===== src/rtl/score_keeper.sv =====
// score_keeper: BCD score, lives, best score and idle/play/over phase machine for the memory game.
module score_keeper #(
  parameter int MAX_LIVES = 3
) (
  input  logic        clock,
  input  logic        reset,
  input  logic        new_game,
  input  logic        inc_point,
  input  logic        dec_point,
  output logic [11:0] score_bcd,
  output logic [11:0] best_bcd,
  output logic [3:0]  lives,
  output logic [1:0]  phase,
  output logic        new_best
);
  typedef enum logic [1:0] {IDLE = 2'b00, PLAY = 2'b01, OVER = 2'b10} phase_t;
  phase_t state, state_n;
  logic [2:0] prev;
  logic ng_ev, inc_ev, dec_ev;
  logic [11:0] score_n, best_n, score_inc;
  logic [3:0] lives_n;
  logic new_best_n;
  assign {ng_ev, inc_ev, dec_ev} = {new_game, inc_point, dec_point} & ~prev;
  assign phase = state;
  // Saturating BCD increment; 999 is the only value with hundreds at 9 and both lower digits at 9.
  always_comb begin
    score_inc = score_bcd;
    if (score_bcd != 12'h999) begin
      if (score_bcd[3:0] != 4'd9) score_inc[3:0] = score_bcd[3:0] + 4'd1;
      else begin
        score_inc[3:0] = 4'd0;
        if (score_bcd[7:4] != 4'd9) score_inc[7:4] = score_bcd[7:4] + 4'd1;
        else begin
          score_inc[7:4] = 4'd0;
          score_inc[11:8] = score_bcd[11:8] + 4'd1;
        end
      end
    end
  end
  always_comb begin
    state_n = state;
    score_n = score_bcd;
    lives_n = lives;
    best_n = best_bcd;
    new_best_n = 1'b0;
    if (ng_ev) begin
      state_n = PLAY;
      score_n = 12'h000;
      lives_n = 4'(MAX_LIVES);
    end else if (state == PLAY) begin
      score_n = inc_ev ? score_inc : score_bcd;
      lives_n = (dec_ev && lives != 4'd0) ? lives - 4'd1 : lives;
      if (lives_n == 4'd0) begin
        state_n = OVER;
        if (score_n > best_bcd) begin
          best_n = score_n;
          new_best_n = 1'b1;
        end
      end
    end
  end
  always_ff @(posedge clock) begin
    if (reset) begin
      state <= IDLE;
      prev <= 3'b111;
      score_bcd <= 12'h000;
      best_bcd <= 12'h000;
      lives <= 4'd0;
      new_best <= 1'b0;
    end else begin
      state <= state_n;
      prev <= {new_game, inc_point, dec_point};
      score_bcd <= score_n;
      best_bcd <= best_n;
      lives <= lives_n;
      new_best <= new_best_n;
    end
  end
endmodule

===== config.mk =====
export PLATFORM = sky130hd
export DESIGN_NAME = score_keeper
export DESIGN_NICKNAME = d
export VERILOG_FILES = /design/src/rtl/score_keeper.sv
export SDC_FILE = /design/constraint.sdc
export NUM_CORES = 1
export LEC_CHECK = 0
export BUFFER_PORTS_ARGS = -buffer_cell sky130_fd_sc_hd__buf_4
export CORE_MARGIN = 4
export CORE_UTILIZATION = 30
export DETAILED_ROUTE_END_ITERATION = 7
export PLACE_DENSITY = 0.53
export SYNTH_ARGS = -nofsm -noshare
export SYNTH_HDL_FRONTEND = slang
export SYNTH_SLANG_ARGS = --single-unit

===== constraint.sdc =====
create_clock -name clock -period 3.2 [get_ports clock]
set_input_delay 0.64 -clock clock [delete_from_list [all_inputs] [get_ports clock]]
set_output_delay 0.64 -clock clock [all_outputs]
set_load 0.005 [all_outputs]

==> summary.md, run 1 <==
Yosys warning count: 0. Most instantiated flip-flop cell in the synthesis netlist: dfxtp_1. The worst hold path startpoint was phase[0]$_SDFFE_PP0P_.

In this design, the stage delay of the slowest critical-path cell is 0.42 ns. The tree is rooted in a clkbuf_8. For this configuration, the core starts out at a cell density of 31.2%. Multiplexer cells account for 1.00% of the synthesized area. Largest fanout of any net on the critical path: 9.

The worst clock skew on the final layout came out at 0.00657 ns. The run gives 0 ns as the accumulated negative setup slack. The worst setup path is launched from a register. The flow ran to the end, and the final reports show no timing, DRC or antenna violations. The net count after synthesis is 261.

Summing the areas of all xor and xnor instances in the mapped netlist gives 2.20% of the synthesized area. The portion of the clock cycle consumed by the worst path in the final layout was 94.7%; the cell leakage power was 0.00116 uW. The logs give 55 for the first-iteration detailed-routing DRC count and 3.24 ns for the worst path arrival time. For the area of the die, the log shows 8020 sq um. The cell depth of the worst hold path is 2, and the number of endpoints with negative hold slack in the final report is 0. For this design, the CTS-stage hold fixing added 0 buffers.

The CTS clock-pin slew for the worst setup and hold paths was 0.07 ns. Counting stages on the worst path, the most repeated cell is ha_1. The logs give 320 for the final net count and 0 for the count of antenna-violating nets left after detailed routing.

Buffer levels on the longest clock path: 2. The synthesized area per cell is 8.42 sq um, and the number of synthesized flops with an enable pin is 0. CTS built an H-tree with a depth of 2. For the wire length of the first global-routing pass, the log shows 8.29 mm. The worst register-to-register path ends at best_bcd[1]$_SDFFE_PP0P_. For this block, the routed nets add up to 5.19 mm of wire.

The first detailed-routing pass took 4 iterations. Vertical die dimension: 89.5 um. Based on the critical path, the design can be clocked at up to 0.330 GHz. The critical path start-end classification was register to register. Counting the buffers created by CTS gives 5. The sequential share of the synthesized area was 34.1%. The number of max-cap violations is 0. The type of the worst min-delay path was register to register. The wire-length estimate of the detail-placed layout is 3.85 mm.

TritonCTS built the clock tree. After detailed routing, the number of remaining DRC violations is 0. Summed over all layers, the global routing overflow is 0. The basic-gate share of the synthesized area counting and, or, nand and nor cells works out to 23.3%.

Input and output buffers added on the ports amount to 35. Setup violations remaining at the end of the flow were counted as 0. Measured along the x axis, the die boundary spans 89.5 um. The final count of pins violating max slew came out at 0.

The number of flip-flops and latches in the synthesized netlist came out at 34. The synthesized cell area was 1990 sq um; the share of the synthesized area in compound gates (AO/OA/AOI/OAI) was 20.6%. The combined global-route utilization of all metal layers was 13.3%. The initial antenna violation count came out at 0. Setup repair after global routing could not meet its margin everywhere.

In this run the standard cell core region covers 6390 sq um. The tightest hold path in the finished design has a slack of 0.482 ns. The clock drives 34 sinks. For hold timing, the worst endpoint is phase[0]$_SDFFE_PP0P_. For the reg-to-reg setup timing slack, the log shows 0.17 ns.

The standard cell with the maximum stage delay on the critical path was or3_4. Subtracting the final worst setup slack from the clock period gives 3.03 ns. The worst pin sits at a relative slew slack of 56.8%. The layout overhead on the synthesized area was 35.7%; the pin slew with the least headroom to its limit was 0.648 ns.

The later pin in the worst-skew pair is clocked with a latency of 0.29 ns. The instance count of the mapped netlist is 237. The synthesized netlist contains 47 unique library cells. Of the total synthesized cell area, the portion taken by full adders, half adders and majority gates is 11.9%.

Dividing the detail-routed wire length by the instance count gives 13.9 um. Entering global routing, the biggest net connects 27 pins. Counting flops with an async set or reset pin after synthesis yields a share of 0%. Traced cell by cell, the critical path runs through inv_1 > ha_1 > nand3b_1 > nor4_4 > xor2_1 > ha_1 > nand4_1 > or3_4 > a21oi_4 > o41a_4 > nand2_4 > a211oi_1. Summing over every cut layer, the via total after detailed routing is 1858. STA classifies the critical path endpoint as a register. For this design the ratio of total power to cell area is 404 nW/um^2.

In the final layout, the share of cells above drive strength 1 is 31.3%. The worst register-to-register path begins at score_bcd[1]$_SDFFE_PP0P_. After synthesis, the largest family of logic cells by area is simple AND/OR/NAND/NOR gates.

The per-cell via count in the routed design works out to 4.97. The total I/O pin count is 36. The number of antenna diodes in the final layout is 0. The number of global-route vias before repair came out at 1741. Measured in cells, the most critical reg-to-reg path has a length of 12. The required time at the worst-slack endpoint came out at 3.41 ns. The number of rows created at floorplan came out at 29. The final weighted congestion in routability-driven placement was 0.807. IR analysis of the VDD net gives a maximum drop of 0.156 mV.
==> flip-flops by register name, indices dropped and copies added (netlist names) <==
register,flops
best_bcd,12
lives,4
new_best,1
prev,3
score_bcd,12
phase,2
==> final cells by class <==
cell class / instances / area, sq um
Sequential cell: 34 / 681
Clock inverter: 2 / 13.8
Multi-Input combinational cell: 169 / 1290
Fill cell: 651 / 3680
Tap cell: 77 / 96.3
Timing Repair Buffer: 61 / 462
Inverter: 25 / 93.8
Clock buffer: 6 / 72.6
==> layer usage <==
metal	track usage, %	vias up	share of wire (%)
met5	0	-	0
met4	4.60	0	1.5
met3	2.95	8	5.9
met2	20.3	50	46
met1	18.4	832	46
li1	-	968	-
==> power by group <==
group,switching [uW],total (uW),leakage [uW],internal [uW]
clock,164,317,0.0000452,153
sequential,15.9,459,0.000276,443
combinational,164,318,0.000842,155
total,343,1090,0.00116,752
==> cell families (layout without fill, tap and decap cells) <==
group | count (synthesis) | in the layout
xor+xnor | 5 | 5
simple gates | 84 | 84
compound gates | 59 | 59
fa+ha+maj | 19 | 19
mux | 2 | 2
flops | 34 | 34
buf+inv | 34 | 94
==> worst max-delay path by stage <==
stage | from | to | cells past startpoint
final | score_bcd[1]$_SDFFE_PP0P_ | best_bcd[1]$_SDFFE_PP0P_ | 12
after floorplan | inc_point | best_bcd[0]$_SDFFE_PP0P_ | 12
after global placement | inc_point | best_bcd[10]$_SDFFE_PP0P_ | 12
after global routing | score_bcd[1]$_SDFFE_PP0P_ | best_bcd[5]$_SDFFE_PP0P_ | 15
after detailed placement | inc_point | best_bcd[6]$_SDFFE_PP0P_ | 12
after CTS | score_bcd[0]$_SDFFE_PP0P_ | best_bcd[7]$_SDFFE_PP0P_ | 12
==> placed cells by master (no fill, tap or decap), drive strengths merged, types with 2 or more instances in the layout <==
cell type and count:
clkbuf 6, or2 4, nand4 4, nor4 3, nor2b 5, a21oi 20, nor3 12, nand3 7
mux2i 2, inv 25, nand3b 4, xor2 4, nand2 8, nand2b 4, nand4b 2, o211ai 3
dfxtp 34, nor2 24, ha 19, a21boi 2, o21a 3, a211oi 17, a311oi 3, clkinv 2
o21ai 3, buf 61, o41a 2, and3b 2
==> cells in the mapped netlist, drive strengths merged (4+ instances only) <==
| master | instances | share of area, % |
|---|---|---|
| nand2 | 8 | 1.9 |
| or2 | 4 | 1.3 |
| nand3 | 7 | 1.8 |
| nand3b | 4 | 1.5 |
| clkbuf | 6 | 1.1 |
| nor2 | 24 | 4.6 |
| inv | 25 | 4.7 |
| a211oi | 17 | 6.4 |
| xor2 | 4 | 1.8 |
| dfxtp | 34 | 34 |
| nand2b | 4 | 1.3 |
| ha | 19 | 12 |
| nor3 | 12 | 3.0 |
| nor2b | 5 | 1.6 |
| a21oi | 20 | 5.2 |
| nand4 | 4 | 1.3 |
==> critical path: cells and delay by family, from the launching register on <==
kind | cells | cell delay [ns]
and+or+nand+nor | 5 | 1.24
AOI/OAI and AO/OA | 3 | 0.67
adders and majority gates | 2 | 0.35
xor gates and xnor gates | 1 | 0.32
DFF | 1 | 0.31
buffers and inverters | 1 | 0.05
==> stage by stage <==
step                util [%]  worst slack, ns  total power, uW  instances  area (sq um)
finish                  42.4            0.169             1090        374          2710
global route            42.4          -0.0481             1160        374          2710
CTS                     40.0          0.00912             1040        369          2550
detailed placement      38.6           -0.119              720        361          2470
global placement        38.6           -0.135              720        361          2470
floorplan                  -            0.266              647        237          1990
==> timing repair <==
action / in CTS / in global routing
endpoints found under the setup margin: 0 / 12
gates resized for setup: 0 / 22
buffers inserted: 0 / 4
Note: power is estimated with default switching activity, not from simulation.
==> inputs of run 2 (changes only) <==
--- a/config.mk
+++ b/config.mk
@@ -9,7 +9,8 @@
 export CORE_MARGIN = 4
 export CORE_UTILIZATION = 30
 export DETAILED_ROUTE_END_ITERATION = 7
-export PLACE_DENSITY = 0.53
+export PLACE_DENSITY = 0.55
+export RECOVER_POWER = 25
 export SYNTH_ARGS = -nofsm -noshare
 export SYNTH_HDL_FRONTEND = slang
 export SYNTH_SLANG_ARGS = --single-unit
==> constraint.sdc (replaced) <==
create_clock -name clock -period 2.7 [get_ports clock]
set_input_delay 0.54 -clock clock [delete_from_list [all_inputs] [get_ports clock]]
set_output_delay 0.54 -clock clock [all_outputs]
set_load 0.005 [all_outputs]
==> run 2 against run 1 <==
  * The flow now finishes with violations (setup timing)
  * Count of clock-buffer cells in the layout is the same
  * Power grew 33%
  * Via count grew 14%
  * Global-route usage grew 1.9 points
  * Fmax grew 1.5%
  * Critical endpoint is now new_best$_SDFF_PP0_
  * Largest cell class unchanged
  * Highest routed layer unchanged
==> summary.md, run 2 (synthesis gave the netlist of run 1 again) <==
The number of detailed-route iterations in the first pass came out at 4. The tools report the final number of setup-violating endpoints as 13. Max-cap violations in this run came to 0.

Dividing the detail-routed via count by the number of cells gives 5.12. The tools report the hold slack as 0.438 ns. CTS built an H-tree with a depth of 2. The number of global-route vias before repair is 1974. In this run the critical register-to-register path is captured at new_best$_SDFF_PP0_.

For the clock share of power, the log shows 28.0%. The register share of total power is 37.3%, and the portion of the clock cycle consumed by the worst path in the final layout is 111%. Final worst slack: -0.286 ns. The setup path with the least slack is of type register to register. In this run the power spent charging and discharging nets is 484 uW. The initial standard-cell utilization of the core was 31.2%. The signal on the critical path passes through inv_2 > ha_4 > nand3b_1 > o211ai_1 > nand3_1 > o21a_1 > inv_2 > ha_4 > o211ai_1 > a21oi_4 > o41a_4 > nand2_4 > buf_4 > nor2_2.

IR analysis of the VDD net gives a maximum drop of 0.251 mV. The initial antenna violation count is 0, and the placed cell count is 373. For this block, the routed nets add up to 6.27 mm of wire.

Excluding fillers, the count of instances in the completed layout stands at 412. The total overflow left after global routing is 0. The number of clock buffers added by TritonCTS is 5. For the pin with the worst max-slew slack, the measured transition is 0.730 ns.

Routability-driven placement finished with a final weighted congestion of 0.810. The overall die width was 89.5 um; the final critical delay including setup and external delays was 2.99 ns. For the worst-skew pair, the clock arrives at the later sink with an insertion delay of 0.30 ns. The worst register-to-register path has a setup slack of -0.29 ns. The largest registers in the layout are best_bcd: 12 flops, score_bcd: 12 flops, lives: 4 flops.

After floorplanning, the core was divided into 29 placement rows. STA classifies the critical path startpoint as a register. The diode insertion count for antenna repair was 0. For this design the ratio of total power to cell area is 446 nW/um^2. The maximum achievable frequency was 0.335 GHz. Tracing the worst setup path back leads to its startpoint at score_bcd[9]$_SDFFE_PP0P_.

The first global-routing pass estimated 9.40 mm of wire. Pin placement for this block handled 36 I/O pins. The final route contains 2109 vias. The tools report the buffer type at the clock tree root as clkbuf_8. OpenSTA, run right after detailed placement, puts the worst setup slack at -0.488 ns. In the final layout, the share of cells above drive strength 1 is 53.7%. The final reports fail on setup timing. The filler cells instantiated in the layout total 583. The tools report the element type at the critical path end as a register. Clock-pin slew was measured on the worst setup and hold paths at 0.08 ns. Entering global routing, the biggest net connects 26 pins. Measured against its own limit, the worst slew margin works out to 51.3%. Following the worst setup path forward leads to its endpoint at new_best$_SDFF_PP0_. The multi-input combinational cells in the finished layout cover a total of 1560 sq um.

For the core occupancy in the finished layout, the log shows 51.2%. TritonCTS built the clock tree. Across the whole layout, storage elements account for 691 sq um.

In this run the deepest clock path goes through 2 buffers. The standard cell with the maximum stage delay on the critical path was o41a_4. The number of endpoints with negative hold slack in the final report is 0. The sink count of the clock tree came out at 34. Setup repair after global routing could not meet its margin everywhere. In this design, the stage delay of the slowest critical-path cell is 0.55 ns. For the area of the die, the log shows 8020 sq um.

Compared with the post-synthesis result, the final layout area differs by 63.8%. Once detail routing completed, the nets flagged for antenna violations numbered 0. The final count of pins violating max slew came out at 0. The die is 89.5 um tall.

For this run, the post-layout net count is 358. For the worst clock skew on the final layout, the log shows 0.00796 ns. The worst hold path belongs to the class primary input to register. Source of the worst register-to-register timing path: score_bcd[9]$_SDFFE_PP0P_.

The routed wire length per instance came out at 15.2 um. The finished cells cover 3270 sq um. The cell leakage power was 0.00136 uW. The logs give 2640 sq um for the cell area after placement and 112 for the first-iteration detailed-routing DRC count. The tools report the required time at the worst-slack endpoint as 2.88 ns. In the global route stage, overall resource usage came out at 15.2%. The logs give 0 for the post-detailed-route DRC marker count and 34.7% for the portion of total power attributed to combinational logic.

The run finished, with violations left. Switching power share of the total: 33.2%. The internal power of the cells totals 974 uW.

The area of the core was 6390 sq um; the sum of net half-perimeters after detailed placement was 3.93 mm. Port buffering added 35 buffers. The depth of the most critical reg-to-reg path came out at 14. The library cell used most frequently in the layout, excluding fill and tap cells, is buf_4. For this design, the CTS-stage hold fixing added 0 buffers. Leaving out fill and tap cells, the most frequent cells in the layout are buf_4, dfxtp_1, nor2_1, inv_1, ha_1.

The largest fanout of any net on the critical path is 4, and the worst path arrival time is 3.17 ns.
run 2: layout make-up:
type | count | area share, %
multi-input combinational | 171 | 47.9
timing repair buffer | 97 | 22.3
sequential | 34 | 21.1
tap | 77 | 2.95
inverter | 25 | 2.87
clock buffer | 6 | 2.53
clock inverter | 2 | 0.345
run 2: metrics by stage:
stage	setup TNS, ns	power, uW
3_3_place_gp	-5.12	891
4_1_cts	-2.54	1410
2_1_floorplan	-0.431	797
5_1_grt	-4.61	1540
6_report	-2.95	1460
3_5_place_dp	-5.69	893
run 2: worst min path at each step:
| stage | endpoint | start | depth (start not counted) |
|---|---|---|---|
| detailed placement | phase[0]$_SDFFE_PP0P_ | phase[0]$_SDFFE_PP0P_ | 2 |
| floorplan | phase[0]$_SDFFE_PP0P_ | phase[0]$_SDFFE_PP0P_ | 2 |
| global placement | phase[0]$_SDFFE_PP0P_ | phase[0]$_SDFFE_PP0P_ | 2 |
| finish | prev[2]$_SDFF_PP1_ | new_game | 2 |
| CTS | prev[2]$_SDFF_PP1_ | new_game | 2 |
| global route | prev[2]$_SDFF_PP1_ | new_game | 2 |
run 2: critical path, delay by kind of cell, from the launching register on:
family	cells	cell delay (ns)
AND/OR/NAND/NOR	4	0.51
flip-flops	1	0.33
buffers and inverters	3	0.27
adder cells (fa/ha/maj)	2	0.34
AO/OA/AOI/OAI	5	1.44
run 2: timing repair:
action	4_1_cts	5_1_grt
gates resized for setup	26	39
endpoints found under the setup margin	13	13
pin swaps	21	23
setup buffers	13	16
gates cloned	2	0
run 2: power groups by stage:
stage | combinational [uW] | sequential [uW] | clock [uW]
floorplan | 237 | 559 | 0
CTS | 450 | 544 | 418
finish | 506 | 545 | 408
global route | 548 | 548 | 446
detailed placement | 338 | 555 | 0
global placement | 336 | 555 | 0
run 2: per-layer routing:
layer	wire length, um	global-route usage, %
met5	0	0
met4	133	5.68
met3	264	3.50
met2	2910	23.1
met1	2960	20.9
==> inputs of run 3 (changes only) <==
--- a/config.mk
+++ b/config.mk
@@ -9,7 +9,7 @@
 export CORE_MARGIN = 4
 export CORE_UTILIZATION = 30
 export DETAILED_ROUTE_END_ITERATION = 7
-export PLACE_DENSITY = 0.55
+export PLACE_DENSITY = 0.47
 export RECOVER_POWER = 25
 export SYNTH_ARGS = -nofsm -noshare
 export SYNTH_HDL_FRONTEND = slang
==> run 3 against run 2 <==
  * Sequential power about the same
  * The flow still finishes with violations (setup timing)
  * Critical path type unchanged
  * Sequential cell count stayed put
  * Setup slack worse by 0.027 ns
  * Wire length shrank 0.83%
  * Via count decreased by 1.2%
  * Global-route usage rose by 0.79 points
==> summary.md, run 3 (synthesis gave the netlist of run 1 again) <==
The maximum achievable frequency was 0.332 GHz. The flow ran to the end, but the final reports show violations. The logs give 29 for the number of rows created at floorplan and 1480 uW for the total power after layout.

Entering global routing, the biggest net connects 26 pins. The count of buffering cells on the critical path with inverters included is 2. Using the TritonRoute via totals, the vias-per-cell ratio works out to 5.07. Across the VDD grid, the largest voltage drop is 0.348 mV. The most common cell after layout, fill and taps aside is buf_4. The worst path arrival time was 3.23 ns. After the first detailed-routing iteration, the DRC count stood at 77. For this design the top-level I/O count stands at 36. The number of clock buffers added by TritonCTS is 5.

The count of antenna-violating nets left after detailed routing is 0, and the final count of pins violating max slew is 0. Setup repair after global routing could not meet its margin everywhere. Required time at the worst-slack endpoint: 2.91 ns.

The largest single stage delay on the critical path is 0.37 ns. The wire length after detailed routing came out at 6.21 mm. The run gives 357 as the final net count. The largest registers in the layout are best_bcd: 12 flops, score_bcd: 12 flops, lives: 4 flops.

The library cells used most frequently in the layout, excluding fill and tap cells, are buf_4, dfxtp_1, nor2_1, inv_1. For met2 alone, demand over resource in global routing was 25.0%. The first global-routing pass estimated 9.80 mm of wire. For this design the static power due to leakage is 0.00139 uW. For the final worst slack, the log shows -0.313 ns. The logs give 615 for the fill cell instance count of the final layout and 0 for the number of endpoints with negative hold slack in the final report. The standard cell with the maximum stage delay on the critical path is or3_4.

The sum of net half-perimeters after detailed placement was 4.18 mm; the layout overhead on the synthesized area was 63.0%. TritonCTS built the clock tree. Of the cells placed in the final design, the portion with a size suffix greater than 1 is 51.8%. The power density over the cells is 456 nW/um^2, and the residual overflow from global routing is 0.

Pin slew with the least headroom to its limit: 0.734 ns. The clock passes through at most 2 buffers. Measured along the x axis, the die boundary spans 89.5 um. The checks that failed: setup timing. The die covers 8020 sq um. The portion of the clock cycle consumed by the worst path in the final layout is 112%. The number of global-route vias before repair is 2045. Global routing used 16.0% of the available tracks. Between clock sinks in the finished design, the worst skew comes to 0.00629 ns. The clock insertion delay at the later pin of the skew report is 0.29 ns. The run gives 3.13% as the met3 routing resource usage after global routing. The post-detailed-route DRC marker count was 0; the number of standard cells in the final layout excluding fillers was 411. For the initial antenna violation count, the log shows 0. The tightest min-delay check is of the primary input to register type. Broken down by cell family, the worst path's largest delay share belongs to simple AND/OR/NAND/NOR gates. Setup violations remaining at the end of the flow were counted as 13.

For this design, the CTS-stage hold fixing added 0 buffers. During placement, the flow inserted port buffers numbering 35. After clock tree synthesis, the clock-pin slew on the worst setup and hold paths is 0.08 ns. The largest fanout of any net on the critical path works out to 4. The element type at the critical path end is a register.

The hold slack was 0.449 ns; the final critical delay including setup and external delays was 3.01 ns. The area of the core is 6390 sq um, and the vertical die dimension is 89.5 um. Once the floorplan was initialized, standard cells occupied 31.2% of the core. The tree built by TritonCTS fans out to 34 sinks. In the final routed layout, each cell accounts on average for 15.1 um. Traced cell by cell, the critical path runs through inv_2 > ha_4 > nand3b_1 > buf_4 > nor4_4 > xor2_2 > ha_1 > nand4_1 > or3_4 > a21oi_4 > o41a_4 > nand2_4 > a211oi_2. The congestion estimate from routability-driven global placement came to 0.803.

The repair_antennas step left the layout with diodes totalling 0. Across all layers, the routed design uses 2083 vias. The first detailed-routing pass ran for 4 iterations.

The busiest layer in global routing is met2. The critical path start-end classification was register to register. The setup check on the worst reg-to-reg path leaves a slack of -0.31 ns. After detailed placement, the design holds a cell count of 377.

Across the run, the number of max-cap violations was 0. The H-tree was split into 2 levels. In this run the tightest slew margin relative to its limit is 51.0%. The tree is rooted in a clkbuf_8. For this run, global-route usage on met1 was measured as 21.9%.

STA classifies the critical path startpoint as a register.
[run 3: cell types whose count changed in the layout (fill, tap and decap cells not counted), moves of 3 or more]
cell / change
a21oi_1: +3
buf_4: +8
clkbuf_4: -9
ha_4: -3
inv_1: +5
inv_2: -5
nor3_1: -5
nor3_2: +4
[run 3: metal layers]
layer | wire length, um | vias to the layer above
met2 | 2890 | 46
met1 | 3020 | 983
met4 | 89 | 0
met3 | 212 | 8
li1 | - | 1046
met5 | 0 | -
[run 3: final cells by class]
cell class                 count  area (sq um)  area share (%)
clock inverter                 2          10.0           0.308
clock buffer                   6          93.8            2.89
tap                           77          96.3            2.96
multi-input combinational    171          1540            47.3
timing repair buffer          96           728            22.4
sequential                    34           691            21.2
inverter                      25          93.8            2.89
[run 3: timing repair]
item / 4_1_cts / 5_1_grt
endpoints found under the hold margin: 0 / 0
pin swaps: 23 / 16
buffers inserted: 20 / 8
resized for setup: 32 / 26
gates cloned: 3 / 0
endpoints found under the setup margin: 13 / 14
[run 3: worst paths after layout]
check,startpoint,end,cells after the start
hold reg to reg,phase[0]$_SDFFE_PP0P_,phase[0]$_SDFFE_PP0P_,2
setup reg to reg,score_bcd[1]$_SDFFE_PP0P_,best_bcd[6]$_SDFFE_PP0P_,13
hold / removal,new_game,prev[2]$_SDFF_PP1_,2
setup / recovery,score_bcd[1]$_SDFFE_PP0P_,best_bcd[6]$_SDFFE_PP0P_,13
[run 3: power by group]
part / switching [uW] / internal [uW] / total (uW)
logic: 263 / 239 / 501
registers: 18.0 / 525 / 543
clock network: 203 / 235 / 438
[run 3: stage by stage]
step | TNS (ns) | worst slack, ns | utilization [%] | instance area (sq um)
6_report | -3.71 | -0.313 | 50.9 | 3250
2_1_floorplan | -0.431 | -0.0457 | - | 2080
3_3_place_gp | -5.39 | -0.473 | 41.7 | 2670
3_5_place_dp | -5.72 | -0.490 | 41.7 | 2670
5_1_grt | -5.37 | -0.448 | 50.9 | 3250
4_1_cts | -2.96 | -0.244 | 48.5 | 3090
